### src/rtl/sd_card_cmd.sv
// rtl/sd_card_cmd.sv - SD CMD line card-side responder; optional received-CRC check under SD_CMD_CRC_CHECK_EN
module sd_card_cmd #(
    parameter int NCR          = 2,
    parameter int RESP_TIMEOUT = 64
) (
    input  logic        iclk,
    input  logic        irst,
    input  logic        icmd_sd,
    output logic        ocmd_sd,
    output logic        ocmd_oe,
    output logic        ocmd_valid,
    output logic [5:0]  ocmd_index,
    output logic [31:0] ocmd_arg,
    output logic        ocrc_fail,
    output logic        oframe_err,
    input  logic        iresp_valid,
    input  logic        iresp_none,
    input  logic        iresp_nocrc,
    input  logic [5:0]  iresp_index,
    input  logic [31:0] iresp_arg,
    output logic        obusy
);

    typedef enum logic [1:0] {IDLE, RECV, WAIT_RESP, SEND} state_t;

    localparam logic [7:0] NCR_W     = 8'(NCR);
    localparam logic [7:0] TIMEOUT_W = 8'(RESP_TIMEOUT);

    state_t      state, state_next;
    logic [5:0]  bit_cnt;
    logic [5:0]  bit_inc;
    logic [6:0]  gap_cnt;
    logic [7:0]  gap_inc;
    logic [38:0] rx_sr;          // transmission bit, index, arg
    logic [46:0] tx_sr;          // response bits still to be driven
    logic        pending;
    logic        resp_nocrc_q;
    logic [5:0]  resp_index_q;
    logic [31:0] resp_arg_q;
    logic        frame_bad;
    logic [47:0] resp_frame;

    function automatic logic [6:0] crc7_step(input logic [6:0] c, input logic b);
        logic fb;
        fb = b ^ c[6];
        return {c[5:3], c[2] ^ fb, c[1:0], fb};
    endfunction

    function automatic logic [6:0] crc7_frame(input logic [39:0] d);
        logic [6:0] c;
        c = 7'd0;
        for (int i = 39; i >= 0; i--) c = crc7_step(c, d[i]);
        return c;
    endfunction

    // Counters saturate rather than wrap; gap_inc carries a spare bit for the compares
    assign bit_inc   = (bit_cnt == 6'h3F) ? bit_cnt : bit_cnt + 6'd1;
    assign gap_inc   = {1'b0, gap_cnt} + 8'd1;
    // At the end-bit edge the incoming bit is the end bit itself
    assign frame_bad = !rx_sr[38] || !icmd_sd;
    assign resp_frame = {2'b00, resp_index_q, resp_arg_q,
                         resp_nocrc_q ? 7'h7F : crc7_frame({2'b00, resp_index_q, resp_arg_q}),
                         1'b1};

`ifdef SD_CMD_CRC_CHECK_EN
    logic [6:0] rx_crc_calc;
    logic [6:0] rx_crc_field;
    logic       crc_bad;

    assign crc_bad = (rx_crc_calc != rx_crc_field);

    // Serial CRC7 over the first 40 received bits, capture of the sent CRC, mismatch pulse
    always_ff @(posedge iclk) begin
        if (irst) begin
            rx_crc_calc  <= 7'd0;
            rx_crc_field <= 7'd0;
            ocrc_fail    <= 1'b0;
        end else begin
            ocrc_fail <= 1'b0;
            if (state == IDLE) begin
                rx_crc_calc <= 7'd0;
            end else if (state == RECV) begin
                if (bit_cnt < 6'd40)
                    rx_crc_calc <= crc7_step(rx_crc_calc, icmd_sd);
                else if (bit_cnt < 6'd47)
                    rx_crc_field <= {rx_crc_field[5:0], icmd_sd};
                else
                    ocrc_fail <= !frame_bad && crc_bad;
            end
        end
    end
`else
    assign ocrc_fail = 1'b0;
`endif

    // State register
    always_ff @(posedge iclk) begin
        if (irst) state <= IDLE;
        else      state <= state_next;
    end

    // Next-state decode and busy flag
    always_comb begin
        state_next = state;
        obusy      = (state != IDLE);
        case (state)
            IDLE: begin
                if (!icmd_sd) state_next = RECV;
            end
            RECV: begin
                if (bit_cnt == 6'd47) begin
                    if (frame_bad) state_next = IDLE;
`ifdef SD_CMD_CRC_CHECK_EN
                    else if (crc_bad) state_next = IDLE;
`endif
                    else state_next = WAIT_RESP;
                end
            end
            WAIT_RESP: begin
                if (iresp_valid && iresp_none)
                    state_next = IDLE;
                else if (pending && gap_inc >= NCR_W)
                    state_next = SEND;
                else if (!pending && !iresp_valid && gap_inc >= TIMEOUT_W)
                    state_next = IDLE;
            end
            SEND: begin
                if (bit_cnt == 6'd48) state_next = IDLE;
            end
            default: state_next = IDLE;
        endcase
    end

    // Receive shifting, command latch, response latch and serializer
    always_ff @(posedge iclk) begin
        if (irst) begin
            ocmd_sd      <= 1'b1;
            ocmd_oe      <= 1'b0;
            ocmd_valid   <= 1'b0;
            oframe_err   <= 1'b0;
            ocmd_index   <= 6'd0;
            ocmd_arg     <= 32'd0;
            bit_cnt      <= 6'd0;
            gap_cnt      <= 7'd0;
            rx_sr        <= 39'd0;
            tx_sr        <= 47'd0;
            pending      <= 1'b0;
            resp_nocrc_q <= 1'b0;
            resp_index_q <= 6'd0;
            resp_arg_q   <= 32'd0;
        end else begin
            ocmd_valid <= 1'b0;
            oframe_err <= 1'b0;
            case (state)
                IDLE: begin
                    bit_cnt <= 6'd1;
                    pending <= 1'b0;
                end
                RECV: begin
                    bit_cnt <= bit_inc;
                    if (bit_cnt < 6'd40) rx_sr <= {rx_sr[37:0], icmd_sd};
                    if (bit_cnt == 6'd47) begin
                        if (frame_bad) begin
                            oframe_err <= 1'b1;
                        end else if (state_next == WAIT_RESP) begin
                            ocmd_valid <= 1'b1;
                            ocmd_index <= rx_sr[37:32];
                            ocmd_arg   <= rx_sr[31:0];
                            gap_cnt    <= 7'd0;
                            pending    <= 1'b0;
                        end
                    end
                end
                WAIT_RESP: begin
                    gap_cnt <= (gap_cnt == 7'h7F) ? gap_cnt : gap_inc[6:0];
                    if (iresp_valid && !iresp_none) begin
                        resp_index_q <= iresp_index;
                        resp_arg_q   <= iresp_arg;
                        resp_nocrc_q <= iresp_nocrc;
                        pending      <= 1'b1;
                    end
                    if (state_next == SEND) begin
                        ocmd_sd <= resp_frame[47];
                        ocmd_oe <= 1'b1;
                        tx_sr   <= resp_frame[46:0];
                        bit_cnt <= 6'd1;
                        pending <= 1'b0;
                    end
                end
                SEND: begin
                    if (bit_cnt == 6'd48) begin
                        ocmd_oe <= 1'b0;
                        ocmd_sd <= 1'b1;
                    end else begin
                        ocmd_sd <= tx_sr[46];
                        tx_sr   <= {tx_sr[45:0], 1'b0};
                        bit_cnt <= bit_inc;
                    end
                end
                default: ;
            endcase
        end
    end

endmodule

### config.mk
export PLATFORM = sky130hd
export DESIGN_NAME = sd_card_cmd
export DESIGN_NICKNAME = d
export VERILOG_FILES = /design/src/rtl/sd_card_cmd.sv
export SDC_FILE = /design/constraint.sdc
export NUM_CORES = 1
export LEC_CHECK = 0
export CELL_PAD_IN_SITES_DETAIL_PLACEMENT = 0
export CELL_PAD_IN_SITES_GLOBAL_PLACEMENT = 2
export CORE_AREA = 2 2 142 144
export DETAILED_ROUTE_END_ITERATION = 8
export DIE_AREA = 0 0 144 146
export DONT_BUFFER_PORTS = 1
export GPL_TIMING_DRIVEN = 0
export PLACE_DENSITY_LB_ADDON = 0.05
export SYNTH_ARGS = -nofsm -noshare
export SYNTH_HDL_FRONTEND = slang
export SYNTH_SLANG_ARGS = --single-unit
export TNS_END_PERCENT = 50
### constraint.sdc
create_clock -name iclk -period 7.6 [get_ports iclk]
set_input_delay 1.9 -clock iclk [delete_from_list [all_inputs] [get_ports iclk]]
set_output_delay 1.9 -clock iclk [all_outputs]
set_load 0.02 [all_outputs]
After elaboration in Yosys (flattened, before gate mapping)
Index checks and enable logic that the tools add are counted.
- $add $sub $neg: 2
- $mul: 0
- divide/modulo/power cells: 0
- $lt $le $gt $ge: 3
- equal/unequal tests: 17
- shifts and indexed selects: 0
- multiplexer cells: 35
- bitwise gates (word level): 72
- reduce and logical (&&, ||, !) cells: 27
- operators by type and width (cell ; count):
    2-to-1 mux 47 bit ; 2
    case mux 47 bit (2 select lines) ; 1
    bitwise XOR 1 bit ; 69
    2-to-1 mux 7 bit ; 5
    case mux 6 bit (4 select lines) ; 1
    == test 6 bit (second input constant) ; 3
    2-to-1 mux 6 bit ; 3
    2-to-1 mux 2 bit ; 7
    != test 2 bit (second input constant) ; 7
    case mux 7 bit (2 select lines) ; 1
    2-to-1 mux 1 bit ; 11
    AND reduction 5 bit ; 2
    adder 7 x 1 -> 8 bit (second input constant) ; 1
    == test 2 bit (second input constant) ; 4
    >= comparator 8 x 2 -> 1 bit (second input constant) ; 1
    >= comparator 8 x 7 -> 1 bit (second input constant) ; 1
    case mux 2 bit (4 select lines) ; 1
    AND reduction 2 bit ; 4
    == test 7 bit (second input constant) ; 1
    adder 6 x 1 -> 6 bit (second input constant) ; 1
    < comparator 6 bit (second input constant) ; 1
    AND reduction 3 bit ; 2
    nonzero test 2 bit ; 3
    logical AND 1 bit ; 5
    other kinds (12) ; 19
- register bits after elaboration: 183
- bits in latches: 0
- memory bits (writable): 0
- bits in read-only memories: 0
- bits of input ports: 44
- output and inout port bits: 44
- word-level logic and storage cells: 171
- memories kept: 0

Longest topological paths before layout
- depth in word-level cells: 21
- depth in mapped cells: 10

Worst setup path before layout
OpenSTA, ideal clock, no wires.
- path type: input-to-reg
- from: input port iresp_none
- to: register tx_sr[2]
- setup time: 70 ps
- arrival time: 3063 ps
- slack: 4467 ps
- cell stages on the path: 7
- path buffers: 2
- cells stage by stage: a21oi_1 > o311ai_1 > nand2_1 > buf_2 > clkbuf_1 > o221ai_1 > a21oi_1
- cells in the longest elaborated chain, start to end: 6
- RTL lines (item ; RTL line ; text):
    start, declared ; 17 ; input logic iresp_none,
    logical AND 1 bit ; 120 ; if (iresp_valid && iresp_none)
    2-to-1 mux 2 bit ; 120 ;
    case mux 2 bit (4 select lines) ; 106 ; case (state)
    == test 2 bit ; 182 ; if (state_next == SEND) begin
    != test 2 bit (no line) ; -- ;
    AND reduction 3 bit (no line) ; -- ;
    end signal, assigned ; 185 ; tx_sr <= resp_frame[46:0];
    end signal, assigned ; 196 ; tx_sr <= {tx_sr[45:0], 1'b0};
    end, declared ; 35 ; logic [46:0] tx_sr;
Every way passes these cells.
A chain may end at the register's enable or synchronous reset.

Worst setup path in the final report
- from: register state[0]
- to: output port obusy
- cells in the longest elaborated chain, start to end: 1
- RTL lines (item ; RTL line ; text):
    start, declared ; 29 ; state_t state, state_next;
    start signal, assigned ; 99 ; else state <= state_next;
    nonzero test 2 bit ; 105 ; obusy = (state != IDLE);
    end, declared ; 21 ; output logic obusy
Every way passes these cells.

==> metrics.md <==
| Metric | Value |
|---|---|
| H-tree depth | 4 |
| Ant. Diodes | 0 |
| CTS clock-pin slew for the worst setup and hold paths | about 70 ps |
| Mapped Avg Cell Area | approximately 8.1 sq um |
| Area growth, synth to finish | 12.2% |
| RePlAce Congestion | ~0.84 |
| Cell Area, Placed | a little over 8000 sq um |
| Final #Nets | 1037 |
| Power consumption | roughly 0.0019 W |
| Worst hold slack | 463 ps |
| HPWL after detailed placement | around 16000 microns |
| Share of the synthesized area in the top cell type | approximately 46% |
| Reg-to-Reg Start | gap_cnt[4]$_SDFFE_PP0P_ |
| Vias in the first global route | between 6000 and 7000 |
| Die width | 144 microns |
| Wire per inst | around 17 microns |
| Syn_nets | 1018 |
| Gr ovfl total | 0 |
| Core Region | approximately 19000 sq um |
| Max Clock Skew | about 13 ps |
| RSZ-0062 raised after global routing | no |
| Async set-or-reset flop fraction in the synthesized netlist | 0% |
| EDFF count, synth | 0 |
| Syn. warnings | 0 |
| Top FF cell, synth | dfxtp_1 |
| Layout cells sized above 1 | about 4.5% |
| Largest cells by area after synthesis | dfxtp_1 (46%), nand2_1 (14%), a21oi_1 (8.7%), a311oi_1 (4.3%), xnor2_1 (4.1%) |
| Seq cells post-synth | around 180 |
| Fin crit share | about half |
| First-pass GRT wire length | about 34000 microns |
| Initial antenna violation count | 0 |
| Routed WL | roughly 21000 microns |
| Setup violations, final | 0 |
| CTS tree | built |
| Crit. End Element | primary output |
| Largest net degree at the start of global routing | 20 |
| Sink Count | between 150 and 200 |
| Static power due to leakage | 2.81 nW |
| Kind of critical path | reg2out |
| Hold Path Stages | 2 |
| DR vias | about 6700 |
| Worst vdd ir | 0.147 mV |
| Max Clk Rate | ~270 MHz |
| MaxCap Viol Count | 0 |
| CTS Buffer Depth | 2 |
| FP Rows | 51 |
| I/O pin count | 88 |
| Worst Path Max Fanout | 10 |
| Residual DRC count | 0 |
| DIE AREA | around 21000 sq um |
| Most frequent cells in the layout | nand2_1 (289), dfxtp_1 (183), a21oi_1 (138) |
| Synth Cell Area | around 7900 sq um |
| # fillers | 1938 |
| Yosys top cell by area | dfxtp_1 |
| Yosys cell types | 47 |
| CTS Buf Count | 17 |
| Routed Antenna Nets | 0 |
| Fin Setup TNS | 0 ps |
| Final Hold Vio Count | 0 |
| Worst hold path class | reg2reg |
| Worst-Margin Slew | 818 ps |
| Vias/cell | between 5 and 6 |
| Clock root buffer | clkbuf_16 |
| Cts repair resizes | 0 |
| Reg2reg end | tx_sr[44]$_SDFFE_PP0P_ |
| Arr. time, crit path | about 1800 ps |
| P per Cell Area | about 220 nW/um^2 |
| Port buffer count | 0 |
| Worst min-delay path endpoint | rx_sr[38]$_SDFFE_PP0P_ |
| Postcts setup bufs | 0 |
| Hold Path Origin | rx_sr[38]$_SDFFE_PP0P_ |
| Initial core utilization | about two fifths |
| Reg2reg setup slack | approximately 4300 ps |
| Final Max Tran Viols | 0 |
| Cells after Synth | 970 |
| Iter 0 DRT Violations | between 300 and 400 |
| Relative slew slack | 45.4% |
| Hold_buf cts | 0 |
| GRT Util Overall | 20.9% |
| Clk_lat worst skew | between 400 and 500 ps |
| Most common cell after layout, fill and taps aside | nand2_1 |
| Clock period minus final worst setup slack | roughly 3700 ps |
| Status | completed |
| WP data required | 5700 ps |
| FF-to-FF path depth | 9 |
| Sequential area share after synthesis | 46.4% |
| Final instance area | between 8000 and 9000 sq um |
| Crit path launch type | register |
| 1st-pass router iterations | 5 |
| Die Height | ~150 microns |
-- routing by layer --
layer	global-route usage [%]	routed length (microns)
met5	0	0
met4	7.84	600
met3	4.80	1070
met2	36.1	10600
met1	25.1	8990
-- Yosys cell counts, drive strengths merged, types with 3 or more instances --
cell    count
xor2       13
xnor3      16
nand3b      3
nand2     289
a31oi       5
nor2b       4
and2        6
dfxtp     183
nand2b      4
o21ai       9
and3        3
nand3      43
clkbuf     67
a311oi     39
nor3        8
ha          4
xnor2      37
inv         6
o221ai      4
nor2       56
buf         8
a211oi      4
a21oi     138
-- power by group --
group	switching [W]	internal (W)	total (W)
combinational	0.0000394	0.00000776	0.0000472
clock	0.000428	0.000506	0.000934
sequential	0.00000208	0.000960	0.000962
total	0.000470	0.00147	0.00194
-- stage by stage --
step	util [%]	worst slack, ps	std cells
detailed placement	42.6	3910	1235
finish	45.8	3930	1267
global placement	42.6	3930	1235
global route	45.8	3800	1267
CTS	45.8	3910	1267
floorplan	-	4470	970
-- kinds of logic after synthesis --
kind of cell             synth area share, %
adder cells (fa/ha/maj)                0.634
buffers and inverters                   4.02
AND/OR/NAND/NOR                         22.1
flip-flops                              46.4
other                                 0.0475
AO/OA/AOI/OAI                           16.0
XOR/XNOR                                10.8
-- how the worst max path moves through the flow --
stage | startpoint | to | slack [ps] | cells after the start
floorplan | iresp_none | tx_sr[2]$_SDFFE_PP0P_ | 4470 | 7
global placement | iresp_none | tx_sr[2]$_SDFFE_PP0P_ | 3930 | 7
detailed placement | iresp_none | tx_sr[2]$_SDFFE_PP0P_ | 3910 | 7
CTS | state[0]$_SDFF_PP0_ | obusy | 3910 | 3
global route | state[0]$_SDFF_PP0_ | obusy | 3800 | 3
finish | state[0]$_SDFF_PP0_ | obusy | 3930 | 3
-- critical path, cell delays in order (launching register included) --
cell	delay [ps]
dfxtp_1	480
clkbuf_1	510
nor2_1	130
inv_1	230
-- layout make-up --
cell class | instances | area [sq um] | share of cell area [%]
Sequential cell | 183 | 3660 | 41.4
Buffer | 75 | 295 | 3.33
Tap cell | 265 | 332 | 3.74
Clock buffer | 17 | 425 | 4.80
Inverter | 6 | 22.5 | 0.254
Multi-Input combinational cell | 706 | 3920 | 44.2
Clock inverter | 15 | 204 | 2.30
-- sequential cells by signal (all words and copies together) (netlist names), 2 cells and up --
register      count
gap_cnt           7
ocmd_index        6
resp_arg_q       32
state             2
bit_cnt           6
resp_index_q      6
rx_sr            39
ocmd_arg         32
tx_sr            47
Note: power is estimated with default switching activity, not from simulation.
